$ cat src/rtl/dma_io_device_if.sv
// dma_io_device_if: 8237A channel handshake, bus data and client byte ports of a DMA I/O device
interface dma_io_device_if;
  logic       enable, dir, demand_mode;
  logic       dreq, dack_n, ior_n, iow_n, eop_n, eop_drive;
  logic [7:0] data_in, data_out;
  logic       data_out_en;
  logic       tx_valid, tx_last, tx_ready;
  logic [7:0] tx_data;
  logic       rx_valid, rx_ready;
  logic [7:0] rx_data;
  logic       tc_done, err_flag;
  modport slave (
    input  enable, dir, demand_mode, dack_n, ior_n, iow_n, eop_n, data_in,
           tx_valid, tx_data, tx_last, rx_ready,
    output dreq, eop_drive, data_out, data_out_en, tx_ready, rx_valid, rx_data,
           tc_done, err_flag
  );
  modport master (
    output enable, dir, demand_mode, dack_n, ior_n, iow_n, eop_n, data_in,
           tx_valid, tx_data, tx_last, rx_ready,
    input  dreq, eop_drive, data_out, data_out_en, tx_ready, rx_valid, rx_data,
           tc_done, err_flag
  );
endinterface

$ cat src/rtl/dma_io_device.sv
// dma_io_device: device side of an 8237A DMA channel with a byte FIFO to a valid/ready client.
// DMA_DEV_EOP_EN: store txLast as a 9th FIFO bit, drive EOP and terminate on the tagged byte.
module dma_io_device #(
  parameter int DEPTH = 8
) (
  input logic clk,
  input logic rst,
  dma_io_device_if.slave bus
);
  localparam int AW = $clog2(DEPTH);
  localparam int CW = AW + 1;
`ifdef DMA_DEV_EOP_EN
  localparam int W = 9;
`else
  localparam int W = 8;
`endif
  localparam logic [CW-1:0] FULL = CW'(DEPTH);
  typedef enum logic [2:0] {IDLE, REQ, GRANT, STROBE, TERM} state_t;
  state_t state;
  logic [W-1:0] mem [DEPTH];
  logic [AW-1:0] wp, rp;
  logic [CW-1:0] count;
  logic dir_q, a_q, eop_seen, dreq_q, tc_q, err_q;
  logic empty, full, ready, ready_idle, ready_after, s, a, rel, commit, push, pop, head_last, term;
  logic [W-1:0] head, wdata;
  always_comb begin
    empty = count == '0;
    full = count == FULL;
    ready = dir_q ? ~full : ~empty;
    ready_idle = bus.dir ? ~full : ~empty;
    ready_after = dir_q ? count < FULL - CW'(1) : count > CW'(1);
    s = dir_q ? ~bus.iow_n : ~bus.ior_n;
    a = s & ~bus.dack_n;
    rel = a_q & ~a;
    commit = state == STROBE && rel;
    head = mem[rp];
    push = dir_q ? commit & ~full : bus.tx_valid & bus.tx_ready;
    pop = dir_q ? bus.rx_valid & bus.rx_ready : commit & ~empty;
`ifdef DMA_DEV_EOP_EN
    wdata = {bus.tx_last & ~dir_q, dir_q ? bus.data_in : bus.tx_data};
    head_last = ~dir_q & ~empty & head[8];
`else
    wdata = dir_q ? bus.data_in : bus.tx_data;
    head_last = 1'b0;
`endif
    term = eop_seen | ~bus.eop_n | head_last;
  end
  assign bus.tx_ready = ~dir_q & ~full & bus.enable;
  assign bus.rx_valid = dir_q & ~empty;
  assign bus.rx_data = bus.rx_valid ? head[7:0] : '0;
  assign bus.data_out = (~dir_q & ~empty) ? head[7:0] : '0;
  assign bus.data_out_en = state == STROBE && ~dir_q && ~bus.ior_n && ~bus.dack_n;
  assign bus.eop_drive = bus.data_out_en & head_last;
  assign bus.dreq = dreq_q;
  assign bus.tc_done = tc_q;
  assign bus.err_flag = err_q;
  always_ff @(posedge clk)
    if (push) mem[wp] <= wdata;
  always_ff @(posedge clk or posedge rst) begin
    if (rst) begin
      state <= IDLE;
      {dir_q, a_q, eop_seen, dreq_q, tc_q, err_q} <= '0;
      wp <= '0;
      rp <= '0;
      count <= '0;
    end else begin
      a_q <= a;
      if (!bus.enable) begin
        state <= IDLE;
        {eop_seen, dreq_q, tc_q, err_q} <= '0;
        dir_q <= bus.dir;
        wp <= '0;
        rp <= '0;
        count <= '0;
      end else begin
        wp <= wp + AW'(push);
        rp <= rp + AW'(pop);
        count <= count + CW'(push) - CW'(pop);
        // bus errors are flagged on any acknowledged strobe, not only inside a granted cycle
        if (rel && (dir_q ? full : empty)) err_q <= 1'b1;
        case (state)
          IDLE: begin
            dreq_q <= 1'b0;
            dir_q <= bus.dir;
            if (ready_idle) state <= REQ;
          end
          REQ: begin
            dreq_q <= 1'b1;
            if (!bus.dack_n) state <= GRANT;
          end
          GRANT: begin
            dreq_q <= bus.demand_mode & ready;
            if (a) begin
              state <= STROBE;
              eop_seen <= ~bus.eop_n;
            end else if (bus.dack_n) state <= IDLE;
          end
          STROBE: begin
            dreq_q <= bus.demand_mode & ready & ~(rel & term);
            eop_seen <= eop_seen | ~bus.eop_n;
            if (rel) begin
              if (term) begin
                state <= TERM;
                tc_q <= 1'b1;
              end else state <= (!bus.dack_n && bus.demand_mode && ready_after) ? GRANT : IDLE;
            end
          end
          TERM: dreq_q <= 1'b0;
          default: state <= IDLE;
        endcase
      end
    end
  end
endmodule

$ cat src/flat_wrapper.sv
// flat-port wrapper written by rule: the top's interface ports become plain ports
module dma_io_device_flat 
#(
  parameter int DEPTH = 8
)
  (clk, rst, bus_enable, bus_dir, bus_demand_mode, bus_dack_n, bus_ior_n, bus_iow_n, bus_eop_n, bus_data_in, bus_tx_valid, bus_tx_data, bus_tx_last, bus_rx_ready, bus_dreq, bus_eop_drive, bus_data_out, bus_data_out_en, bus_tx_ready, bus_rx_valid, bus_rx_data, bus_tc_done, bus_err_flag);
  dma_io_device_if bus_i ();
  input logic clk;
  input logic rst;
  input wire logic [$bits(bus_i.enable)-1:0] bus_enable;
  input wire logic [$bits(bus_i.dir)-1:0] bus_dir;
  input wire logic [$bits(bus_i.demand_mode)-1:0] bus_demand_mode;
  input wire logic [$bits(bus_i.dack_n)-1:0] bus_dack_n;
  input wire logic [$bits(bus_i.ior_n)-1:0] bus_ior_n;
  input wire logic [$bits(bus_i.iow_n)-1:0] bus_iow_n;
  input wire logic [$bits(bus_i.eop_n)-1:0] bus_eop_n;
  input wire logic [$bits(bus_i.data_in)-1:0] bus_data_in;
  input wire logic [$bits(bus_i.tx_valid)-1:0] bus_tx_valid;
  input wire logic [$bits(bus_i.tx_data)-1:0] bus_tx_data;
  input wire logic [$bits(bus_i.tx_last)-1:0] bus_tx_last;
  input wire logic [$bits(bus_i.rx_ready)-1:0] bus_rx_ready;
  output wire logic [$bits(bus_i.dreq)-1:0] bus_dreq;
  output wire logic [$bits(bus_i.eop_drive)-1:0] bus_eop_drive;
  output wire logic [$bits(bus_i.data_out)-1:0] bus_data_out;
  output wire logic [$bits(bus_i.data_out_en)-1:0] bus_data_out_en;
  output wire logic [$bits(bus_i.tx_ready)-1:0] bus_tx_ready;
  output wire logic [$bits(bus_i.rx_valid)-1:0] bus_rx_valid;
  output wire logic [$bits(bus_i.rx_data)-1:0] bus_rx_data;
  output wire logic [$bits(bus_i.tc_done)-1:0] bus_tc_done;
  output wire logic [$bits(bus_i.err_flag)-1:0] bus_err_flag;
  assign bus_i.enable = bus_enable;
  assign bus_i.dir = bus_dir;
  assign bus_i.demand_mode = bus_demand_mode;
  assign bus_i.dack_n = bus_dack_n;
  assign bus_i.ior_n = bus_ior_n;
  assign bus_i.iow_n = bus_iow_n;
  assign bus_i.eop_n = bus_eop_n;
  assign bus_i.data_in = bus_data_in;
  assign bus_i.tx_valid = bus_tx_valid;
  assign bus_i.tx_data = bus_tx_data;
  assign bus_i.tx_last = bus_tx_last;
  assign bus_i.rx_ready = bus_rx_ready;
  assign bus_dreq = bus_i.dreq;
  assign bus_eop_drive = bus_i.eop_drive;
  assign bus_data_out = bus_i.data_out;
  assign bus_data_out_en = bus_i.data_out_en;
  assign bus_tx_ready = bus_i.tx_ready;
  assign bus_rx_valid = bus_i.rx_valid;
  assign bus_rx_data = bus_i.rx_data;
  assign bus_tc_done = bus_i.tc_done;
  assign bus_err_flag = bus_i.err_flag;
  dma_io_device #(.DEPTH(DEPTH)) u_core (.clk(clk), .rst(rst), .bus(bus_i));
endmodule
$ cat config.mk
export PLATFORM = sky130hd
export DESIGN_NAME = dma_io_device_flat
export DESIGN_NICKNAME = d
export VERILOG_FILES = /design/src/rtl/dma_io_device_if.sv /design/src/rtl/dma_io_device.sv /design/src/flat_wrapper.sv
export SDC_FILE = /design/constraint.sdc
export NUM_CORES = 1
export LEC_CHECK = 0
export ABC_AREA = 1
export CAP_MARGIN = 20
export CORE_MARGIN = 8
export CORE_UTILIZATION = 59
export CTS_BUF_LIST = sky130_fd_sc_hd__clkbuf_16
export CTS_CLUSTER_DIAMETER = 100
export CTS_CLUSTER_SIZE = 12
export DETAILED_ROUTE_END_ITERATION = 10
export PLACE_DENSITY_LB_ADDON = 0.2
export SYNTH_ARGS = -nofsm -noshare
export SYNTH_HDL_FRONTEND = slang
export SYNTH_SLANG_ARGS = --single-unit
export TNS_END_PERCENT = 1
$ cat constraint.sdc
create_clock -name clk -period 4.5 [get_ports clk]
set_input_delay 1.35 -clock clk [delete_from_list [all_inputs] [get_ports clk]]
set_output_delay 1.35 -clock clk [all_outputs]
set_load 0.02 [all_outputs]
# Yosys cells after proc, flatten, opt, wreduce, memory -nomap -nowiden
# Memories as Yosys holds them, arrays and structs flattened.
# Index checks and enable logic that the tools add are counted.
# classes
order_cmp	2
n_eq_ne	18
n_bitwise	23
shift	0
div	0
add_sub_neg	4
n_mux	37
n_reduce_logical	14
mul	0
# op_table
operator	n
3-bit two-way mux	9
8-bit two-way mux	3
1-bit two-way mux	20
3-bit case mux with 5 select lines	1
1-bit AND	13
2-bit by 1-bit != test with 1-bit output (second input constant)	5
3-bit by 2-bit != test with 1-bit output (second input constant)	3
1-bit NOT	9
1-bit logical AND	7
3-bit by 1-bit adder with 3-bit output	2
3-bit by 2-bit equality test with 1-bit output (second input constant)	2
5-bit by 2-bit != test with 1-bit output (second input constant)	1
5-bit AND reduction	1
4-bit by 1-bit adder with 4-bit output	1
4-bit equality test (second input constant)	1
4-bit by 1-bit > comparator with 1-bit output (second input constant)	1
4-bit logical NOT	1
4-bit by 3-bit less-than comparator with 1-bit output (second input constant)	1
4-bit two-way mux	1
4-bit by 3-bit != test with 1-bit output (second input constant)	1
1-bit case mux with 4 select lines	1
4-bit by 1-bit subtractor with 4-bit output	1
3-bit by 1-bit equality test with 1-bit output (second input constant)	1
3-bit equality test (second input constant)	1
11 further kinds	11
# totals
out_inout_bits	23
regBits	19
mem_bits_rw	64
mem_count	1
wordCells	109
latchBits	0
rom_bits	0
# memory_table
name	words	word_bits	read_ports	rd_ports_with_merged_regs	wr	line_no	text
u_core.mem	8	8	1	0	1	dma_io_device.sv:20	logic [W-1:0] mem [DEPTH];

# Depth between registers and ports, before layout
# logic_depth
word_depth	11
depth_mapped	14

# Worst setup path before layout
# OpenSTA, ideal clock, no wires.
# synth_path
path_type	input-to-output
from	in bus_dack_n
to	out bus_data_out_en
cell_stages	1
n_path_buf	0
path_slack_ns	1.090
required_time_ns	3.150
arrival_ns	2.060
cell_sequence	nor4_1
# synth_via
elab_chain_cells	2
# synth_rtl
element	line_no	text
start, declared	flat_wrapper.sv:13	input wire logic [$bits(bus_i.dack_n)-1:0] bus_dack_n;
1-bit NOT	dma_io_device.sv:52	assign bus.data_out_en = state == STROBE && ~dir_q && ~bus.ior_n && ~bus.dack_n;
1-bit logical AND	dma_io_device.sv:52	
end, declared	flat_wrapper.sv:25	output wire logic [$bits(bus_i.data_out_en)-1:0] bus_data_out_en;
# Every way passes these cells.

# Worst setup path in the final report
# Ends and elaborated chain as after synthesis.

==> results.md <==
* Adder-cell share of the synthesized area at 3.98%
* Sequential area share after synthesis at 60.5%
* Worst setup SP type: input port
* Clk slew on worst S/H paths at 0.06 ns
* Outcome: complete, no violations
* Max Freq at 0.243 GHz
* Drc violations at 0
* Ys async rst share at 22.9%
* Critical path required time at 3.15 ns
* Synth cell count leaders: 98 x nor2_1, 72 x nand2_1, 64 x edfxtp_1
* Reg area at 2400 um^2
* Slew Viols, Final at 0
* DRT Pass-1 Iters at 5
* Mux share of post-synthesis cell area at 0%
* Critical path peak fanout at 5
* Core area at 6640 um^2
* Largest net degree at the start of global routing at 33
* Worst hold path stage count at 2
* Xor/xnor share of the synthesized area at 0.664%
* Clock sinks at 83
* Setup repair after global routing missed its margin: false
* Worst hold start: u_core.bus.tc_done
* Most common cell in the synthesized netlist: nor2_1
* Post-Route WL at 8.69 mm
* Number of vias per cell at 5.41
* Worst hold path type: reg -> reg
* Fill cells at 474
* Root Driver: clkbuf_16
* Worst VDD drop at 0.000279 V
* Most frequent cell on the critical path: clkdlybuf4s50_1
* Setup violators final at 0
* Hold Vio Cnt, Final at 0
* ANT nets after route at 0
* Tightest Pin Transition at 0.753 ns
* Antenna violations before repair at 0
* Top post-synthesis cells by area: edfxtp_1 49%, dfrtp_1 12%, nor2_1 9.3%
* Total grt overflow at 0
* Crit-path cells: clkdlybuf4s50_1, nor4_1, clkdlybuf4s50_1
* Mapped Cells at 412
* # nets final at 507
* Number of enable flip-flop cells after synthesis at 64
* Vias in the first global route at 2,863
* Pleak at 1.97 nW
* Top cell type's share of synthesized area at 48.5%
* Compound-Gate Fraction of Synth Area at 10.4%
* Die outline area at 9590 um^2
* Total Routing Usage GR at 18.8%
* Max Clock Skew at 0.00483 ns
* Synth Area in Simple Gates at 19.2%
* Post-synth cell types at 33
* 1st-iter DRT viols at 157
* Number of max-cap violations at 0
* Die Y at 97.9 um
* Total CTS buffers at 9
* Worst R2R End: u_core.count[1]
* Yosys Warn Count at 0
* Yosys top cell by area: edfxtp_1
* Cts hold-fix bufs at 0
* FF-to-FF path depth at 11
* Flops & latches, synth at 83
* Synth Cell Area at 3960 um^2
* Drt wl/cell at 15.7 um
* Synth Area per Inst at 9.61 um^2
* First-pass GRT wire length at 13.9 mm
* Vias after detailed routing at 2,987
* I/O Pins at 51
* Share of post-route cells with drive strength above 1 at 7.84%
* Data arrival time of the critical path at 2.76 ns
* Clock Latency Late Sink at 0.33 ns
* Slew HR at 49.7%
* Pwr dens at 538 nW/um^2
* Area growth syn-to-layout at 21.6%
* Reg-to-reg startpoint: u_core.dir_q
* Dpl hpwl at 5.90 mm
* Die Wd at 97.9 um
* TritonCTS clock tree: done
* H-tree Lvls at 3
* Final Critical Period at 4.11 ns
* Tcrit/Tclk final at 91.4%
* Postcts setup bufs at 0
* Hold Path End: u_core.bus.tc_done
* Slowest CP cell: clkdlybuf4s50_1
* Routability cong. at 0.895
* Slowest Stage Delay on Critical Path at 0.65 ns
* Core Rows at 30
* Placed insts at 536
* Max Buffers Root-to-Sink at 2
* TNS Setup at 0 ns
* Worst setup EP type: primary output
* CTS resizes at 0
* Non-Filler Instances at 552
* Setup Crit Path Kind: in -> out
* Initial Util at 59.6%
* Top_reg_cell synth: edfxtp_1
* Mapped Nets at 452
* Antenna cells at 0
* Multi-input gate area at 1360 um^2
* Largest family of logic cells by synthesized area: simple AND/OR/NAND/NOR gates
* PortBufs at 48
* R2R setup slack at 1.71 ns
[power by group]
group          switching [W]  internal, W
Combinational       0.000606     0.000353
Clock               0.000273     0.000366
Sequential         0.0000633     0.000930
[worst max path at each step]
stage | slack (ns) | cells past startpoint | endpoint | startpoint
6_report | 0.39 | 3 | bus_data_out_en | bus_dack_n
5_1_grt | 0.29 | 3 | bus_data_out_en | bus_dack_n
4_1_cts | 0.37 | 3 | bus_data_out_en | bus_dack_n
3_5_place_dp | 0.39 | 3 | bus_data_out_en | bus_dack_n
3_3_place_gp | 0.38 | 3 | bus_data_out_en | bus_dack_n
2_1_floorplan | 1.09 | 1 | bus_data_out_en | bus_dack_n
[layout make-up]
type                    count  area share (%)
clock inverters             7           0.780
repair buffers             60            11.9
inverters                  33            2.57
well taps                  80            2.08
clock buffers               9            4.68
flip-flops and latches     83            49.8
multi-input cells         280            28.2
[metrics by stage]
step,instance area [um^2],util (%),power [W],worst slack [ns],hold WS [ns]
floorplan,3960,-,0.00162,1.09,0.454
global placement,4550,68.5,0.00193,0.384,0.468
detailed placement,4550,68.5,0.00196,0.395,0.470
CTS,4810,72.5,0.00260,0.370,0.488
global route,4810,72.5,0.00275,0.290,0.504
finish,4810,72.5,0.00259,0.387,0.480
[sequential cells by signal, indices dropped and copies added, names as in the netlist]
register,count
u_core.a_q,1
u_core.rp,3
u_core.wp,3
u_core.state,3
u_core.count,4
u_core.dir_q,1
u_core.eop_seen,1
u_core.bus.dreq,1
u_core.bus.tc_done,1
u_core.bus.err_flag,1
u_core.mem,64
[cells in the final DEF, fill, tap and decap left out, types with 2 or more instances in the layout]
master and count:
a21oi_1 7, clkbuf_16 9, inv_1 30, nand2_1 72, nor2_2 2, nand2_2 2
o21ai_1 14, edfxtp_1 64, o31ai_1 2, clkinvlp_4 2, dfrtp_1 19, o21ai_0 39
clkinv_2 3, inv_2 4, clkdlybuf4s50_1 48, o211ai_1 9, nor2_1 98, xnor2_1 2
ha_1 11, buf_4 12, nand3_1 9
[critical path: cells and delay by family]
kind / cells / cell delay [ns]
buffers and inverters: 2 / 1.13
AND/OR/NAND/NOR: 1 / 0.28
[per-layer routing]
| layer | part of all wire [%] | global-route usage (%) | vias up |
|---|---|---|---|
| met5 | 0 | 0 | - |
| met2 | 49 | 31.8 | 106 |
| li1 | - | - | 1484 |
| met3 | 5.7 | 4.34 | 15 |
| met1 | 43 | 21.7 | 1382 |
| met4 | 2.2 | 9.95 | 0 |
[cells by family (layout without fill, tap and decap cells)]
kind of cell	Yosys count	in the layout
AND/OR/NAND/NOR	190	190
flip-flops	83	83
AO/OA/AOI/OAI	74	74
buffers and inverters	49	109
adder cells (fa/ha/maj)	12	12
XOR/XNOR	3	3
other	1	1
Note: power is estimated with default switching activity, not from simulation.
